### src/rtl/dco_tune_decoder.sv
// dco_tune_decoder: turns the loop-filter tuning word into row/column thermometer
// enables for the DCO capacitor-bank array. Code changes are rate-limited to steps
// of at most MAX_STEP, each followed by SETTLE_CYC hold cycles.
// Optional feature: define DCO_DITHER_EN to add first-order sigma-delta dithering
// of the fractional tuning bits onto the integer code.
module dco_tune_decoder #(
   parameter int unsigned ROW_W      = 3,
   parameter int unsigned COL_W      = 3,
   parameter int unsigned FRAC_W     = 4,
   parameter int unsigned MAX_STEP   = 4,
   parameter int unsigned SETTLE_CYC = 4,
   parameter int unsigned RST_CODE   = 32
) (
   input  logic                            clk,
   input  logic                            rst_n,
   input  logic [ROW_W+COL_W+FRAC_W-1:0]   tune_i,
   input  logic                            tune_valid_i,
   output logic                            tune_ready_o,
   output logic [(2**ROW_W)-1:0]           rowon_o,
   output logic [(2**ROW_W)-1:0]           rowsel_o,
   output logic [(2**COL_W)-1:0]           col_o,
   output logic                            upd_o
);

   localparam int unsigned ROWS  = 2 ** ROW_W;
   localparam int unsigned COLS  = 2 ** COL_W;
   localparam int unsigned INT_W = ROW_W + COL_W;
   localparam int unsigned CNT_W = (SETTLE_CYC > 1) ? $clog2(SETTLE_CYC) : 1;

   localparam logic [CNT_W-1:0] CNT_LOAD = CNT_W'(SETTLE_CYC - 1);
   localparam logic [INT_W-1:0] RST_K    = INT_W'(RST_CODE);

   typedef enum logic [1:0] {StIdle, StStep, StSettle} state_e;

   state_e             r_state;
   logic [INT_W-1:0]   r_cur;
   logic [INT_W-1:0]   r_target;
   logic [CNT_W-1:0]   r_cnt;
   logic               r_ready;
   logic               r_upd;
   logic [ROWS-1:0]    r_rowon;
   logic [ROWS-1:0]    r_rowsel;
   logic [COLS-1:0]    r_col;

   logic               w_accept;
   logic               w_do_step;
   logic [INT_W-1:0]   w_tune_int;
   logic [INT_W-1:0]   w_cur_d;
   logic [INT_W-1:0]   w_k;

`ifdef DCO_DITHER_EN
   logic [FRAC_W-1:0]  r_frac;
   logic [FRAC_W-1:0]  r_acc;
   logic [FRAC_W:0]    w_acc_sum;
`else
   logic               w_unused_frac;
   assign w_unused_frac = ^tune_i[FRAC_W-1:0];
`endif

   // Fully enabled rows: every row below the code's row index.
   function automatic logic [ROWS-1:0] f_rowon(input logic [INT_W-1:0] k);
      logic [ROWS-1:0] v;
      for (int unsigned i = 0; i < ROWS; i++) begin
         v[i] = (ROW_W'(i) < k[INT_W-1:COL_W]);
      end
      return v;
   endfunction

   // The single partially enabled row.
   function automatic logic [ROWS-1:0] f_rowsel(input logic [INT_W-1:0] k);
      logic [ROWS-1:0] v;
      for (int unsigned i = 0; i < ROWS; i++) begin
         v[i] = (ROW_W'(i) == k[INT_W-1:COL_W]);
      end
      return v;
   endfunction

   // Enabled columns inside the partial row.
   function automatic logic [COLS-1:0] f_col(input logic [INT_W-1:0] k);
      logic [COLS-1:0] v;
      for (int unsigned j = 0; j < COLS; j++) begin
         v[j] = (COL_W'(j) < k[COL_W-1:0]);
      end
      return v;
   endfunction

   // Move cur toward tgt by at most MAX_STEP; clamping to |diff| means no overshoot
   // and therefore no wrap at either end of the code range.
   function automatic logic [INT_W-1:0] f_step(input logic [INT_W-1:0] cur,
                                               input logic [INT_W-1:0] tgt);
      logic [INT_W:0] diff;
      logic [INT_W:0] mag;
      diff = {1'b0, tgt} - {1'b0, cur};
      mag  = diff[INT_W] ? (~diff + 1'b1) : diff;
      if (32'(mag) > MAX_STEP) begin
         mag = (INT_W+1)'(MAX_STEP);
      end
      return diff[INT_W] ? (cur - mag[INT_W-1:0]) : (cur + mag[INT_W-1:0]);
   endfunction

   assign w_tune_int = tune_i[INT_W+FRAC_W-1:FRAC_W];
   assign w_accept   = tune_valid_i & r_ready;

   // Next integer code and the effective (possibly dithered) code to decode.
   // A step after settling is taken on the same edge the hold interval expires.
   always_comb begin
      w_do_step = (r_state == StStep) ||
                  ((r_state == StSettle) && (r_cnt == '0) && (r_cur != r_target));
      w_cur_d   = w_do_step ? f_step(r_cur, r_target) : r_cur;
`ifdef DCO_DITHER_EN
      w_acc_sum = {1'b0, r_acc} + {1'b0, r_frac};
      w_k       = (w_acc_sum[FRAC_W] && (w_cur_d != '1)) ? (w_cur_d + 1'b1) : w_cur_d;
`else
      w_k       = w_cur_d;
`endif
   end

   // Control FSM, code register and registered decode outputs.
   always_ff @(posedge clk) begin
      if (!rst_n) begin
         r_state  <= StIdle;
         r_cur    <= RST_K;
         r_target <= RST_K;
         r_cnt    <= '0;
         r_ready  <= 1'b1;
         r_upd    <= 1'b0;
         r_rowon  <= f_rowon(RST_K);
         r_rowsel <= f_rowsel(RST_K);
         r_col    <= f_col(RST_K);
`ifdef DCO_DITHER_EN
         r_acc    <= '0;
         r_frac   <= '0;
`endif
      end else begin
         r_cur    <= w_cur_d;
         r_upd    <= w_do_step;
         r_rowon  <= f_rowon(w_k);
         r_rowsel <= f_rowsel(w_k);
         r_col    <= f_col(w_k);
`ifdef DCO_DITHER_EN
         r_acc    <= w_acc_sum[FRAC_W-1:0];
`endif
         unique case (r_state)
            StIdle: begin
               if (w_accept) begin
                  r_target <= w_tune_int;
`ifdef DCO_DITHER_EN
                  r_frac   <= tune_i[FRAC_W-1:0];
`endif
                  if (w_tune_int != r_cur) begin
                     r_state <= StStep;
                     r_ready <= 1'b0;
                  end
               end
            end
            StStep: begin
               r_cnt   <= CNT_LOAD;
               r_state <= StSettle;
            end
            StSettle: begin
               if (r_cnt == '0) begin
                  if (r_cur != r_target) begin
                     r_cnt <= CNT_LOAD;
                  end else begin
                     r_state <= StIdle;
                     r_ready <= 1'b1;
                  end
               end else begin
                  r_cnt <= r_cnt - 1'b1;
               end
            end
            default: begin
               r_state <= StIdle;
               r_ready <= 1'b1;
            end
         endcase
      end
   end

   assign tune_ready_o = r_ready;
   assign upd_o        = r_upd;
   assign rowon_o      = r_rowon;
   assign rowsel_o     = r_rowsel;
   assign col_o        = r_col;

endmodule

### config.mk
export PLATFORM = sky130hd
export DESIGN_NAME = dco_tune_decoder
export DESIGN_NICKNAME = d
export VERILOG_FILES = /design/src/rtl/dco_tune_decoder.sv
export SDC_FILE = /design/constraint.sdc
export NUM_CORES = 1
export LEC_CHECK = 0
export CAP_MARGIN = 20
export CORE_MARGIN = 3
export CORE_UTILIZATION = 45
export CTS_BUF_LIST = sky130_fd_sc_hd__clkbuf_2
export CTS_CLUSTER_SIZE = 25
export DETAILED_ROUTE_END_ITERATION = 10
export PLACE_DENSITY = 0.74
export SYNTH_ARGS = -nofsm -noshare
export SYNTH_HDL_FRONTEND = slang
export SYNTH_SLANG_ARGS = --single-unit
### constraint.sdc
create_clock -name clk -period 11.6 [get_ports clk]
set_input_delay 1.16 -clock clk [delete_from_list [all_inputs] [get_ports clk]]
set_output_delay 1.16 -clock clk [all_outputs]
set_load 0.02 [all_outputs]
* Word-level counts from Yosys, hierarchy flattened
Index checks and enable logic that the tools add are counted. Widths: inputs -> output; s select.
Operators by class: muxes and demuxes 17, reductions and logical operators 11, bitwise operators 3, eq/ne operators 16, $add $sub $neg 5, $lt $le $gt $ge 17
Operator list (number):
- $lt 3x3->1 const A | 8
- $mux 6 | 3
- $eq 3x3->1 const A | 4
- $lt 1x3->1 const A | 4
- $lt 2x3->1 const A | 4
- $mux 2 | 6
- $ne 6x6->1 | 2
- $add 7x1->7 const B | 1
- $gt 7x3->1 const B | 1
- $mux 7 | 1
- $not 7->7 | 1
- $sub 6x6->7 | 1
- $add 6x6->6 | 1
- $eq 2x3->1 const A | 2
- $ne 2x2->1 const B | 3
- $pmux 2 s3 | 1
- $sub 6x6->6 | 1
- $reduce_and 5->1 | 1
- $logic_not 2->1 | 2
- $mux 1 | 4
- $pmux 2 s2 | 1
- $reduce_and 2->1 | 2
- $reduce_and 4->1 | 1
- $eq 1x3->1 const A | 1
- other kinds (12) | 13
Storage, ports and cells: register bits after elaboration 42, logic and storage cells 78, input port bits 13

* Longest topological paths before layout
depth after elaboration 10, mapped depth 22, gate-level depth less buffers 21

* Worst setup path after synthesis
Ideal clock, no wire load.
path type flip-flop to flip-flop, start point register r_cur[0], end point register r_rowon[4] (netlist: rowon_o[4]), stages on the path, launching flop included 22, arrival time 4.351 ns, setup time 0.086 ns, setup slack 7.163 ns, path through dfxtp_1 ha_1 fa_1 or2b_1 a21oi_1 o21ai_0 a21oi_1 o21ai_0 nor2b_1 o221ai_1 ha_1 xor2_1 o22ai_1 ha_1 or2_2 o311a_2 o22ai_1 or3_1 o211a_1 nand4_2 buf_6 a211oi_1
On the way: word-level cells in the longest chain between the ends 10
RTL lines:
- start, declared | RTL line 36 | logic [INT_W-1:0] r_cur;
- start signal, assigned | RTL line 135 | r_cur <= w_cur_d;
- $sub 6x6->7 | RTL line 93 | diff = {1'b0, tgt} - {1'b0, cur};
- $not 7->7 | RTL line 94 | mag = diff[INT_W] ? (~diff + 1'b1) : diff;
- $add 7x1->7 | RTL line 94
- $mux 7 | RTL line 94
- $gt 7x3->1 | RTL line 95 | if (32'(mag) > MAX_STEP) begin
- $mux 6 | RTL line 95
- $add 6x6->6 or $sub 6x6->6 (tied branches) | RTL line 98 | return diff[INT_W] ? (cur - mag[INT_W-1:0]) : (cur + mag[INT_W-1:0]);
- $mux 6 | RTL line 98
- $mux 6 * | RTL line 109 | w_cur_d = w_do_step ? f_step(r_cur, r_target) : r_cur;
- $lt 3x3->1 * | RTL line 64 | v[i] = (ROW_W'(i) < k[INT_W-1:COL_W]);
- end signal, assigned | RTL line 127 | r_rowon <= f_rowon(RST_K);
- end signal, assigned | RTL line 137 | r_rowon <= f_rowon(w_k);
- end, declared | RTL line 41 | logic [ROWS-1:0] r_rowon;
Every way passes the cells marked *; elsewhere a longest branch is shown, timed or not. A chain may end at the register's enable or synchronous reset.

* Final worst setup path
start point register r_cur[2], end point register r_rowsel[3] (netlist: rowsel_o[3])
On the way: word-level cells in the longest chain between the ends 10
RTL lines:
- $sub 6x6->7 | RTL line 93
- $not 7->7 | RTL line 94
- $add 7x1->7 | RTL line 94
- $mux 7 | RTL line 94
- $gt 7x3->1 | RTL line 95
- $mux 6 | RTL line 95
- $add 6x6->6 or $sub 6x6->6 (tied branches) | RTL line 98
- $mux 6 | RTL line 98
- $mux 6 * | RTL line 109
- $eq 2x3->1 * | RTL line 73 | v[i] = (ROW_W'(i) == k[INT_W-1:COL_W]);
- end signal, assigned | RTL line 128 | r_rowsel <= f_rowsel(RST_K);
- end signal, assigned | RTL line 138 | r_rowsel <= f_rowsel(w_k);
- end, declared | RTL line 42 | logic [ROWS-1:0] r_rowsel;
Marked as above.

==> reports/metrics.yaml <==
yosysWarnings: 0
postCtsSetupBuffers: 0
worstSetupStartpointType: "flip-flop"
finish.utilization: 0.579
dieArea_um2: 5750
drt_wl_total_um: 4840
grt_max_degree: 16
switching_power_uw: 434
max_stage_delay_ns: 0.58
synth_commonest_cells: "38 x dfxtp_1, 32 x nor2_1, 19 x inv_1"
dpl_cell_area_um2: 2530
rsz0062_at_grt: "no"
min_period_ns: 5.41
cts-root-buf: "clkbuf_2"
finClkSkew_ns: 0.0133
diodes: 0
synthFlopType: "dfxtp_1"
yosysUniqueCellTypes: 54
timing_worst_setup_path_type: "reg2reg"
synth.largest_area_cell: "dfxtp_1"
n_fill_cell: 420
netlist_area_um2: 2200
drt-initial-drc-count: 93
post-route-drc-count: 0
p_sw_frac: 0.474
drive_gt1_frac: 0.103
final_antenna_net_count: 0
grt-ovfl-total: 0
hold_buffers: 0
cap_violations: 0
grt_pass1_vias: 1706
clkPwrFrac: 0.115
cts_resized: 0
critical_path_buf_inv_count: 1
path_delay_family: "compound AO/OA/AOI/OAI gates"
place_congestion: 0.870
dr.pass1.iters: 4
clock_sinks: 38
ys_seq_area_frac: 0.346
crit_fanout: 15
critPathSlowestCell: "o21ai_0"
grt_pass1_wl_um: 7920
comb_power_share: 0.678
synth.area.top_cells: "dfxtp_1 35%, ha_1 9.1%, nor2_1 5.5%"
finalCritPeriodShare: 0.466
synthCells: 250
synth_top_area_share: 0.346
max_freq_mhz: 185
worst_pin_slew_ns: 0.989
setup_viol: 0
slew_headroom: 0.341
htreeDepth: 2
yosysMostFrequentCell: "dfxtp_1"
pin_count: 39
leakagePower_uw: 0.00112
grtUsageTotal: 0.183
cts_tree: "yes"
die_w_um: 75.9
final_cell_area_um2: 2630
core_region_area_um2: 4530
final_nets: 312
vias: 1810
hold-worst-slack_ns: 0.517
start_util: 0.484
hp-class: "reg2reg"
worstSkewPairLatency_ns: 0.41
antenna_found_initial: 0
path_cells: "inv_1 -> ha_1 -> or2b_1 -> a21oi_1 -> o21ai_0 -> a21oi_1 -> o21ai_0 -> nor2b_1 -> o221ai_1 -> ha_1 -> xor2_1 -> o22ai_1 -> ha_1 -> or2_2 -> o311a_2 -> o22ai_1 -> or3_1 -> o211a_1 -> nand4_2 -> and3_2"
cts_buffers: 5
ys_async_sr_fraction: 0
syn_area_per_cell_um2: 8.78
rows: 24
final-max-slew-violation-count: 0
die_h_um: 75.9
area_growth_pct: 19.6
ir_drop_v: 0.000168
clkTransAtPathRegs_ns: 0.19
power_density_nw_per_um2: 348
required_ns: 11.93
synth_seq_cells: 38
tns_ns: 0
clockBufferDepth: 2
portBuffers: 32
end_kind: "flip-flop"
status: "complete, no violations"
cp_common_cell: "ha_1"
internal_power_uw: 481
vias_per_cell: 5.22
place_hpwl_um: 3670
hold_violations: 0
arrival_ns: 5.74
wl_per_cell_um: 14.0
synth-edff-count: 0
seqPwrFrac: 0.208
-- power by group through the flow --
stage	clock network [µW]	logic, µW	registers [µW]
after global placement	0	602	192
final	105	620	190
after global routing	113	691	194
after CTS	107	618	190
after detailed placement	0	614	193
after floorplan	0	470	210
-- metrics by stage --
step,instances,power (µW),worst slack [ns]
global route,347,998,5.79
floorplan,251,680,7.16
global placement,339,794,6.40
detailed placement,339,807,6.29
CTS,347,914,6.24
finish,347,914,6.19
-- path summary, 6_finish.rpt --
check        slack [ns]  startpoint  cells after the start          end
min reg2reg        0.52    r_cnt[0]                      2     r_cnt[0]
max                6.19    r_cur[2]                     20  rowsel_o[3]
max reg2reg        6.19    r_cur[2]                     20  rowsel_o[3]
min                0.52    r_cnt[0]                      2     r_cnt[0]
-- routing by layer --
layer / track usage / wire length [µm]
met2: 0.276 / 2170
met4: 0.0350 / 40
met3: 0.0646 / 258
met1: 0.255 / 2370
met5: 0 / 0
-- state kept, by name (all words and copies together) (netlist names) --
name	cells
col_o	6
r_cnt	2
r_cur	5
r_state	2
r_target	6
rowon_o	7
rowsel_o	8
tune_ready_o	1
upd_o	1
-- cell families (layout without fill, tap and decap cells) --
group,Yosys count,after routing,share of synthesized area
other cells,1,2,0.00171
fa+ha+maj,18,18,0.109
xor+xnor,14,14,0.0593
mux,9,9,0.0410
compound gates,45,45,0.143
simple gates,97,97,0.235
buf+inv,28,59,0.0638
flops,38,38,0.346
-- cells in the final DEF (no fill, tap or decap), drive strengths merged, types with 2 or more instances in the layout --
master | netlist | routed
clkbuf | 1 | 5
a21boi | 3 | 3
or2 | 5 | 5
a31oi | 3 | 3
o21ai | 4 | 4
a21oi | 14 | 14
xnor2 | 8 | 8
conb | 1 | 2
bufinv | 0 | 2
nand2 | 17 | 17
a21o | 3 | 3
a211oi | 2 | 2
and3 | 5 | 5
o22ai | 2 | 2
or3 | 4 | 4
dfxtp | 38 | 38
mux2i | 9 | 9
inv | 19 | 19
o311ai | 2 | 2
nor3b | 2 | 2
nand3 | 6 | 6
clkdlybuf4s50 | 0 | 32
o31ai | 2 | 2
nand4 | 4 | 4
nor2b | 2 | 2
xor2 | 6 | 6
nor4 | 2 | 2
fa | 2 | 2
ha | 16 | 16
nor3 | 8 | 8
nand2b | 4 | 4
nor2 | 32 | 32
-- tightest hold or removal path: cells and delay by family (launching register included) --
| kind | cells | cell delay (ns) |
|---|---|---|
| DFF | 1 | 0.35 |
| and+or+nand+nor | 2 | 0.15 |
-- cell type report --
type                    count  area [µm²]  share of cell area
clock buffers               5        25.0             0.00953
clock inverters             3        68.8              0.0262
inverters                  19        71.3              0.0272
multi-input cells         185        1300               0.495
flip-flops and latches     38         761               0.290
well taps                  65        81.3              0.0310
repair buffers             32         320               0.122
Power figures use the tool's default switching activity.
==> RTL edit (config.mk and constraints unchanged) <==
The option `DCO_DITHER_EN` is turned on by a define.
--- a/src/rtl/dco_tune_decoder.sv
+++ b/src/rtl/dco_tune_decoder.sv
@@ -4,4 +4,6 @@
 // Optional feature: define DCO_DITHER_EN to add first-order sigma-delta dithering
 // of the fractional tuning bits onto the integer code.
+`define DCO_DITHER_EN
+
 module dco_tune_decoder #(
    parameter int unsigned ROW_W      = 3,
Formal check against the unedited RTL: not equivalent (Yosys sat finds a counterexample within 4 cycles, from zero or initial values and one cycle with rst_n low).
==> RTL edit against the unedited design <==
Routed wire length up 35%. Cell area is 29% higher. Sequential cell count increased by 10. Synthesized cell count up 39%. Critical endpoint is now col_o[1]$_SDFF_PN0_. Sequential share of layout area fell by 0.69 points. Combinational power shrank 11%. Largest cell class unchanged. Power decreased by 6.5%. Non-clock buffer count is 4 higher. Synthesized area rose by 34%. Setup slack worse by 0.88 ns. Clock skew is 0.0094 ns lower. Core utilization down 2.2 points.
==> RTL edit: results (changes against the unedited design) <==
\begin{tabular}{lr}
\hline
Metric & Value \\
\hline
\multicolumn{2}{l}{\textbf{Hold path}} \\
Endpoint with the worst hold slack & r\_target[0]\$\_SDFFE\_PN0P\_ \\
Worst hold path startpoint & r\_target[0]\$\_SDFFE\_PN0P\_ \\
\multicolumn{2}{l}{\textbf{Pwr}} \\
Maximum vdd ir drop & 0.126 mV (-25\%) \\
LEAKAGE & 1.41 nW (+26\%) \\
\multicolumn{2}{l}{\textbf{Critical path}} \\
Minimum setup slack among reg-to-reg paths & 5.31 ns (-0.88 ns) \\
Crit-path max FO & 10 (-5) \\
Start of the worst register-to-register path & r\_cur[0]\$\_SDFF\_PN0\_ \\
Crit path arrival time & 6.55 ns (+0.81 ns) \\
\multicolumn{2}{l}{\textbf{CTS}} \\
Clk pin slew, worst setup/hold paths & 0.22 ns (+0.03 ns) \\
Maximum root-to-sink buffer count & 2 (unchanged) \\
Insertion delay to the later sink of the worst-skew pair & 0.37 ns (-0.04 ns) \\
\multicolumn{2}{l}{\textbf{Global routing}} \\
First-pass GRT wire length & 11,100 um (+40\%) \\
Met2 Track Usage GR & 30.3\% (+2.7 points) \\
Via count of the first global-routing pass & 2,440 (+43\%) \\
Pin count of the biggest net entering global routing & 23 (+7) \\
Met3 GRT Util & 3.71\% (-2.8 points) \\
Met1 usage & 24.7\% (-0.88 points) \\
Total Routing Usage GR & 18.2\% (-0.16 points) \\
\multicolumn{2}{l}{\textbf{Placed design}} \\
Global placer's final weighted congestion & 0.870 (about the same) \\
Port Buffer Count & 36 (+13\%) \\
Dpl cell area & 0.00333 mm\^{}2 (+32\%) \\
Setup WS pre-CTS & 5.41 ns (-0.875 ns) \\
HPWL Detailed & 5180 um (+41\%) \\
\multicolumn{2}{l}{\textbf{Status}} \\
Status & completed \\
\multicolumn{2}{l}{\textbf{Drt}} \\
Routed len/inst & 14.4 um (+3.0\%) \\
WL met1 & 3190 um (+35\%) \\
Met2 WL & 3030 um (+40\%) \\
DRT Pass-1 Iters & 5 (+1) \\
Number of violations reported at the end of detailed-routing iteration 0 & 113 (+22\%) \\
Met3 WL post-DR & 274 um (+6.2\%) \\
\multicolumn{2}{l}{\textbf{Finish}} \\
Fraction of final layout cells with drive strength greater than 1 & 6.84\% (-3.4 points) \\
Fill cell instance count of the final layout & 585 (+39\%) \\
Flip-flop count of the largest register after layout & 8 (unchanged) \\
\multicolumn{2}{l}{\textbf{Timing}} \\
Worst rel slew slack & 38.8\% (+4.8 points) \\
Clock tree skew after final layout & 0.00393 ns (-0.00935 ns) \\
Maximum clock frequency & 159 MHz (-14\%) \\
\multicolumn{2}{l}{\textbf{Synth}} \\
Most frequent cells after synthesis & dfxtp\_1, nand2\_1, nor2\_1 \\
Top cells by area in the synthesized netlist & dfxtp\_1, ha\_1, nand2\_1 \\
\hline
\end{tabular}
RTL edit: cell count changes in the layout (fill, tap and decap cells not counted), sizes merged, moves of 5 or more:
cell	change
o21ai	+11
and2	+8
nand3	+7
nand2	+24
dfxtp	+10
ha	+5
nor2b	+6
a21oi	+8
RTL edit: per-stage QoR:
step	instances	hold slack, ns	utilization [%]
floorplan	348	0.436	-
global placement	447	0.449	54.7
detailed placement	447	0.456	54.7
CTS	455	0.481	55.7
global route	455	0.508	55.7
finish	455	0.477	55.7
RTL edit: cell type report:
cell class              instances  share of cell area, %
well taps                      75                   2.76
clock buffers                   6                  0.884
inverters                      23                   2.54
flip-flops and latches         48                   28.3
multi-input cells             265                   53.9
clock inverters                 2                   1.03
repair buffers                 36                   10.6
RTL edit: critical path, stage by stage, from the launching register on:
cell and delay [ns]:
dfxtp_1 0.39, ha_1 0.23, fa_1 0.41, xor2_1 0.46
nand3_2 0.20, nor3_1 0.17, nand2_1 0.08, a2111o_1 0.36
a221o_1 0.35, or3_1 0.39, ha_1 0.29, nand2_1 0.06
o21a_1 0.12, ha_1 0.25, nor2b_1 0.14, o31a_1 0.26
o21ai_1 0.51, a211oi_1 0.20, a311oi_2 0.35, nand4_4 0.23
o21ai_2 0.30, mux2i_1 0.31, a21oi_1 0.11
RTL edit: logic make-up after synthesis:
logic type,count (synthesis),share of synthesized area (%)
fa+ha+maj,24,11.0
mux,9,3.46
flops,48,32.8
buf+inv,35,4.87
compound gates,77,18.2
simple gates,140,25.7
xor+xnor,13,3.88
other cells,1,0.128
RTL edit: power breakdown:
part	switching, mW	leakage, nW	total [mW]	internal [mW]
clock network	0.0485	0.0430	0.0856	0.0371
registers	0.0172	0.393	0.216	0.198
logic	0.326	0.978	0.554	0.228
